[src/rtl/axi_modify_address_pkg.sv]
// Channel and request/response types for the address-substituting AXI4 pass-through.
// Slave-side and master-side request types differ only in the width of their AW/AR address.
package axi_modify_address_pkg;

  localparam int unsigned SlvPortAddrWidth = 32;
  localparam int unsigned MstPortAddrWidth = 48;
  localparam int unsigned DataWidth        = 64;
  localparam int unsigned StrbWidth        = DataWidth / 8;
  localparam int unsigned IdWidth          = 3;
  localparam int unsigned UserWidth        = 2;

  typedef logic [IdWidth-1:0]          id_t;
  typedef logic [SlvPortAddrWidth-1:0] slv_addr_t;
  typedef logic [MstPortAddrWidth-1:0] mst_addr_t;
  typedef logic [DataWidth-1:0]        data_t;
  typedef logic [StrbWidth-1:0]        strb_t;
  typedef logic [UserWidth-1:0]        user_t;
  typedef logic [7:0]                  len_t;
  typedef logic [2:0]                  size_t;
  typedef logic [1:0]                  burst_t;
  typedef logic [3:0]                  cache_t;
  typedef logic [2:0]                  prot_t;
  typedef logic [3:0]                  qos_t;
  typedef logic [3:0]                  region_t;
  typedef logic [5:0]                  atop_t;
  typedef logic [1:0]                  resp_code_t;

  localparam burst_t     BURST_FIXED = 2'b00;
  localparam burst_t     BURST_INCR  = 2'b01;
  localparam burst_t     BURST_WRAP  = 2'b10;
  localparam resp_code_t RESP_OKAY   = 2'b00;
  localparam resp_code_t RESP_EXOKAY = 2'b01;
  localparam resp_code_t RESP_SLVERR = 2'b10;
  localparam resp_code_t RESP_DECERR = 2'b11;

  typedef struct packed {
    id_t       id;
    slv_addr_t addr;
    len_t      len;
    size_t     size;
    burst_t    burst;
    logic      lock;
    cache_t    cache;
    prot_t     prot;
    qos_t      qos;
    region_t   region;
    atop_t     atop;
    user_t     user;
  } aw_chan_slv_t;

  typedef struct packed {
    id_t       id;
    mst_addr_t addr;
    len_t      len;
    size_t     size;
    burst_t    burst;
    logic      lock;
    cache_t    cache;
    prot_t     prot;
    qos_t      qos;
    region_t   region;
    atop_t     atop;
    user_t     user;
  } aw_chan_mst_t;

  typedef struct packed {
    id_t       id;
    slv_addr_t addr;
    len_t      len;
    size_t     size;
    burst_t    burst;
    logic      lock;
    cache_t    cache;
    prot_t     prot;
    qos_t      qos;
    region_t   region;
    user_t     user;
  } ar_chan_slv_t;

  typedef struct packed {
    id_t       id;
    mst_addr_t addr;
    len_t      len;
    size_t     size;
    burst_t    burst;
    logic      lock;
    cache_t    cache;
    prot_t     prot;
    qos_t      qos;
    region_t   region;
    user_t     user;
  } ar_chan_mst_t;

  typedef struct packed {
    data_t data;
    strb_t strb;
    logic  last;
    user_t user;
  } w_chan_t;

  typedef struct packed {
    id_t        id;
    resp_code_t resp;
    user_t      user;
  } b_chan_t;

  typedef struct packed {
    id_t        id;
    data_t      data;
    resp_code_t resp;
    logic       last;
    user_t      user;
  } r_chan_t;

  typedef struct packed {
    aw_chan_slv_t aw;
    logic         aw_valid;
    w_chan_t      w;
    logic         w_valid;
    logic         b_ready;
    ar_chan_slv_t ar;
    logic         ar_valid;
    logic         r_ready;
  } slv_req_t;

  typedef struct packed {
    aw_chan_mst_t aw;
    logic         aw_valid;
    w_chan_t      w;
    logic         w_valid;
    logic         b_ready;
    ar_chan_mst_t ar;
    logic         ar_valid;
    logic         r_ready;
  } mst_req_t;

  // Responses carry no address, so both ports share one type.
  typedef struct packed {
    logic    aw_ready;
    logic    ar_ready;
    logic    w_ready;
    logic    b_valid;
    b_chan_t b;
    logic    r_valid;
    r_chan_t r;
  } resp_t;

endpackage

[src/rtl/axi_modify_address.sv]
// Zero-latency AXI4 pass-through that substitutes externally supplied AW/AR addresses.
// Stateless: reset only forces valids/readies low while asserted; payloads always flow.
module axi_modify_address
  import axi_modify_address_pkg::*;
(
  input  logic      clk_i,
  input  logic      rst_i,
  input  slv_req_t  slv_req_i,
  output resp_t     slv_resp_o,
  input  mst_addr_t mst_aw_addr_i,
  input  mst_addr_t mst_ar_addr_i,
  output mst_req_t  mst_req_o,
  input  resp_t     mst_resp_i
);

  logic hs_en;
  logic unused_inputs;

  assign hs_en = ~rst_i;

  // Upstream addresses are discarded; the address provider consumes them outside this block.
  assign unused_inputs = ^{clk_i, slv_req_i.aw.addr, slv_req_i.ar.addr};

  assign mst_req_o.aw.id     = slv_req_i.aw.id;
  assign mst_req_o.aw.addr   = mst_aw_addr_i;
  assign mst_req_o.aw.len    = slv_req_i.aw.len;
  assign mst_req_o.aw.size   = slv_req_i.aw.size;
  assign mst_req_o.aw.burst  = slv_req_i.aw.burst;
  assign mst_req_o.aw.lock   = slv_req_i.aw.lock;
  assign mst_req_o.aw.cache  = slv_req_i.aw.cache;
  assign mst_req_o.aw.prot   = slv_req_i.aw.prot;
  assign mst_req_o.aw.qos    = slv_req_i.aw.qos;
  assign mst_req_o.aw.region = slv_req_i.aw.region;
  assign mst_req_o.aw.atop   = slv_req_i.aw.atop;
  assign mst_req_o.aw.user   = slv_req_i.aw.user;
  assign mst_req_o.aw_valid  = slv_req_i.aw_valid & hs_en;

  assign mst_req_o.ar.id     = slv_req_i.ar.id;
  assign mst_req_o.ar.addr   = mst_ar_addr_i;
  assign mst_req_o.ar.len    = slv_req_i.ar.len;
  assign mst_req_o.ar.size   = slv_req_i.ar.size;
  assign mst_req_o.ar.burst  = slv_req_i.ar.burst;
  assign mst_req_o.ar.lock   = slv_req_i.ar.lock;
  assign mst_req_o.ar.cache  = slv_req_i.ar.cache;
  assign mst_req_o.ar.prot   = slv_req_i.ar.prot;
  assign mst_req_o.ar.qos    = slv_req_i.ar.qos;
  assign mst_req_o.ar.region = slv_req_i.ar.region;
  assign mst_req_o.ar.user   = slv_req_i.ar.user;
  assign mst_req_o.ar_valid  = slv_req_i.ar_valid & hs_en;

  assign mst_req_o.w         = slv_req_i.w;
  assign mst_req_o.w_valid   = slv_req_i.w_valid & hs_en;
  assign mst_req_o.b_ready   = slv_req_i.b_ready & hs_en;
  assign mst_req_o.r_ready   = slv_req_i.r_ready & hs_en;

  // Valids are never derived from readies here, so no combinational loop is introduced.
  assign slv_resp_o.aw_ready = mst_resp_i.aw_ready & hs_en;
  assign slv_resp_o.ar_ready = mst_resp_i.ar_ready & hs_en;
  assign slv_resp_o.w_ready  = mst_resp_i.w_ready & hs_en;
  assign slv_resp_o.b        = mst_resp_i.b;
  assign slv_resp_o.b_valid  = mst_resp_i.b_valid & hs_en;
  assign slv_resp_o.r        = mst_resp_i.r;
  assign slv_resp_o.r_valid  = mst_resp_i.r_valid & hs_en;

endmodule

[config.mk]
export PLATFORM = sky130hd
export DESIGN_NAME = axi_modify_address
export DESIGN_NICKNAME = d
export VERILOG_FILES = /design/src/rtl/axi_modify_address_pkg.sv /design/src/rtl/axi_modify_address.sv
export SDC_FILE = /design/constraint.sdc
export NUM_CORES = 1
export LEC_CHECK = 0
export ABC_AREA = 0
export CAP_MARGIN = 10
export CELL_PAD_IN_SITES_DETAIL_PLACEMENT = 2
export CELL_PAD_IN_SITES_GLOBAL_PLACEMENT = 2
export CORE_AREA = 2 2 288 290
export DETAILED_ROUTE_END_ITERATION = 12
export DIE_AREA = 0 0 290 292
export DONT_BUFFER_PORTS = 1
export PLACE_DENSITY = 0.3
export SYNTH_ARGS = -nofsm -noshare
export SYNTH_HDL_FRONTEND = slang
export SYNTH_SLANG_ARGS = --single-unit
export TNS_END_PERCENT = 20
[constraint.sdc]
create_clock -name vclk -period 0.8
set_input_delay 0.12 -clock vclk [all_inputs]
set_output_delay 0.12 -clock vclk [all_outputs]
set_load 0.03 [all_outputs]
==> results.md <==
- The layout overhead on the synthesized area is -38.62%.
- The core region is 81580 µm².
- For this design the total switching power over the nets is 0.0001158 W.
- The kind of cell with the highest combined delay along the critical path is simple AND/OR/NAND/NOR gates.
- The DRC violations left is 0.
- The analysis attributes to cell leakage a power of 0.08971 nW.
- The number of buffers inserted by port buffering is 0.
- In this run the count of I/O pins placed on the die edge is 734.
- The cell count after placement is 1090.
- Detailed placement finished with a half-perimeter wire length of 12.07 mm.
- The number of hold buffers added after CTS was 0.
- The via total after detailed routing is 669.
- The path length in cells of the critical path is 2.
- The signal on the critical path passes through nor2b_1, buf_12.
- The headroom to the max-slew limit is 0.8365.
- In this design, the stage delay of the slowest critical-path cell is 220 ps.
- The final clock period utilization by the worst path is 0.8112.
- The largest fanout of any net on the critical path is 1.
- In the routed layout, each cell is associated on average with a via count of 0.6138.
- The relative contribution of sequential cells to total power is 0.
- The sequential share of the synthesized area is 0.
- The DRC violation total after the first TritonRoute iteration is 38.
- The worst hold path depth is 0.
- Once layout is complete, the cells apart from fillers number 1090.
- After layout, the clock buffer instance count stands at 0.
- The library cells used most frequently in the layout, excluding fill and tap cells, are sky130_fd_sc_hd__nor2b_1 (8), sky130_fd_sc_hd__buf_4 (6), sky130_fd_sc_hd__buf_12 (4), sky130_fd_sc_hd__nor2b_2 (2).
- In this run the post-CTS setup repair buffer count came out at 0.
- Before antenna repair, the detailed router went through 2 iterations.
- The flow ran to the end, and the final reports show no timing, DRC or antenna violations.
- The maximum resistive drop on vdd is 51.87 µV.
- The library cell with the largest summed area after synthesis is sky130_fd_sc_hd__buf_4.
- Synthesis handed over a netlist of 334 instances.
- The Yosys warning count is 0.
- The number of placement rows is 105.
- The initial antenna violation count is 4.
- The number of nets handed over by synthesis was 734.
- The number of max-cap violations is 0.
- The actual slew at the worst max-slew pin is 244.8 ps.
- By area the synthesized netlist is led by sky130_fd_sc_hd__buf_4 (97%), sky130_fd_sc_hd__nor2b_1 (2.5%).
- Of the post-synthesis cell area, the dominant cell type holds 0.9749.
- In this run the worst hold path is classified as in -> out.
- The highest clock frequency the design can meet is 1541 MHz.
- The startpoint class of the critical path is an input port.
- The library cell used most frequently in the layout, excluding fill and tap cells, is sky130_fd_sc_hd__nor2b_1.
- The wire length of the first global-routing pass is 15.08 mm.
- The number of slew-limit violations in the final report came to 0.
- The wire length per cell after detailed routing is 12.59 µm.
- Of the total synthesized cell area, the portion taken by full adders, half adders and majority gates is 0.
- Setup violations remaining at the end of the flow were counted as 0.
- The synthesized-area fraction occupied by ao, oa, aoi and oai cells is 0.
- The post-synth design cell area is 2495 µm².
- The area share of and/or/nand/nor cells after synthesis is 0.02508.
- The number of gates resized after cts is 0.
- Of the total power, combinational logic draws 1.000.
- The data required time of the worst path is 680 ps.
- STA puts the critical path data arrival time at 530 ps.
- The routability congestion estimate is 0.4673.
- In this run the vertical extent of the chip is 292 µm.
- The minimum period implied by the final worst setup slack is 649.0 ps.
- Of the cells placed in the final design, the portion with a size suffix greater than 1 is 0.6000.
- Together, buffers and inverters on the worst path number 1.
- For this block, the routed nets add up to 13.72 mm of wire.
- At the end of the flow, the number of nets in the layout was 422.
- The number of global-route vias before repair is 828.
- The slowest stage of the critical path belongs to the cell sky130_fd_sc_hd__nor2b_1.
- The total power per unit cell area is 123.5 nW/µm².
- The initial utilization of the core area, before any placement, comes to 0.03058.
- The dominant combinational cell family by area after synthesis is buffers and inverters.
- From left edge to right edge, the die measures 290 µm.
- The average cell area after synthesis is 7.470 µm².
- The type of the worst setup path is in -> out.
- The number of sequential storage elements is 0.
- The multiplexer area fraction after synthesis is 0.
- The number of hold-slack violations in the final timing report is 0.
- The clock network power share is 0.
- Fill cells in the final layout number 9733.
- The switching portion of total power is 0.6124.
- Setup repair after global routing left no endpoint under its margin.
- In this run the remaining antenna-violating nets after routing total 0.
- The parity-gate share of the synthesized area counting xor and xnor cells is 0.
- The worst setup path is captured at a primary output.
- The total negative setup slack is 0 ps.
- The diode insertion count for antenna repair is 0.
- The area of the die is 84680 µm².
- The global routing usage summed across all routing layers is 0.02934.
- The residual overflow from global routing is 0.
- The number of different library cells used by synthesis comes to 2.
- The internal power is 0.00007330 W.
- The sequential cells in the finished layout cover a total of 0 µm².
- The maximum number of pins on one net before global-route repair is 11.
==> cell type report <==
type                       count  area [µm²]  share of cell area
multi-input combinational     10       67.56             0.04412
tap                         1070        1339              0.8742
timing repair buffer          10       125.1             0.08170
==> cell usage after synthesis (all sizes together) <==
cell / count
buf: 324
nor2b: 10
==> per-stage QoR <==
stage               hold WS (ps)  setup WS, ps  utilization  area [µm²]   power, W
detailed placement         240.2         125.0      0.01877        1531  0.0002075
finish                     240.0         151.0      0.01877        1531  0.0001891
CTS                        240.2         111.4      0.01877        1531  0.0002090
global route               240.0         95.36      0.01877        1531  0.0002171
global placement           240.2         166.3      0.01877        1531  0.0002076
floorplan                  349.6         104.7            -        2495   0.003107
==> cell families after synthesis <==
| kind of cell | after synthesis |
|---|---|
| AND/OR/NAND/NOR | 10 |
| buffers and inverters | 324 |
==> final timing paths <==
| path | from | to | slack [ps] |
|---|---|---|---|
| setup / recovery | mst_resp_i[81] | slv_resp_o[81] | 150 |
| hold / removal | slv_req_i[118] | mst_req_o[134] | 240 |
==> power by group through the flow <==
stage / registers (W) / logic (W) / clock network [W]
final: 0 / 0.000189 / 0
after global routing: 0 / 0.000217 / 0
after CTS: 0 / 0.000209 / 0
after detailed placement: 0 / 0.000208 / 0
after global placement: 0 / 0.000208 / 0
after floorplan: 0 / 0.00311 / 0
==> per-layer routing <==
layer  track usage  wire length [µm]
met5             0                 0
met4       0.05780              3050
met1      0.006259              1048
met3       0.04301              4691
met2       0.03811              4928
Note: power is estimated with default switching activity, not from simulation.
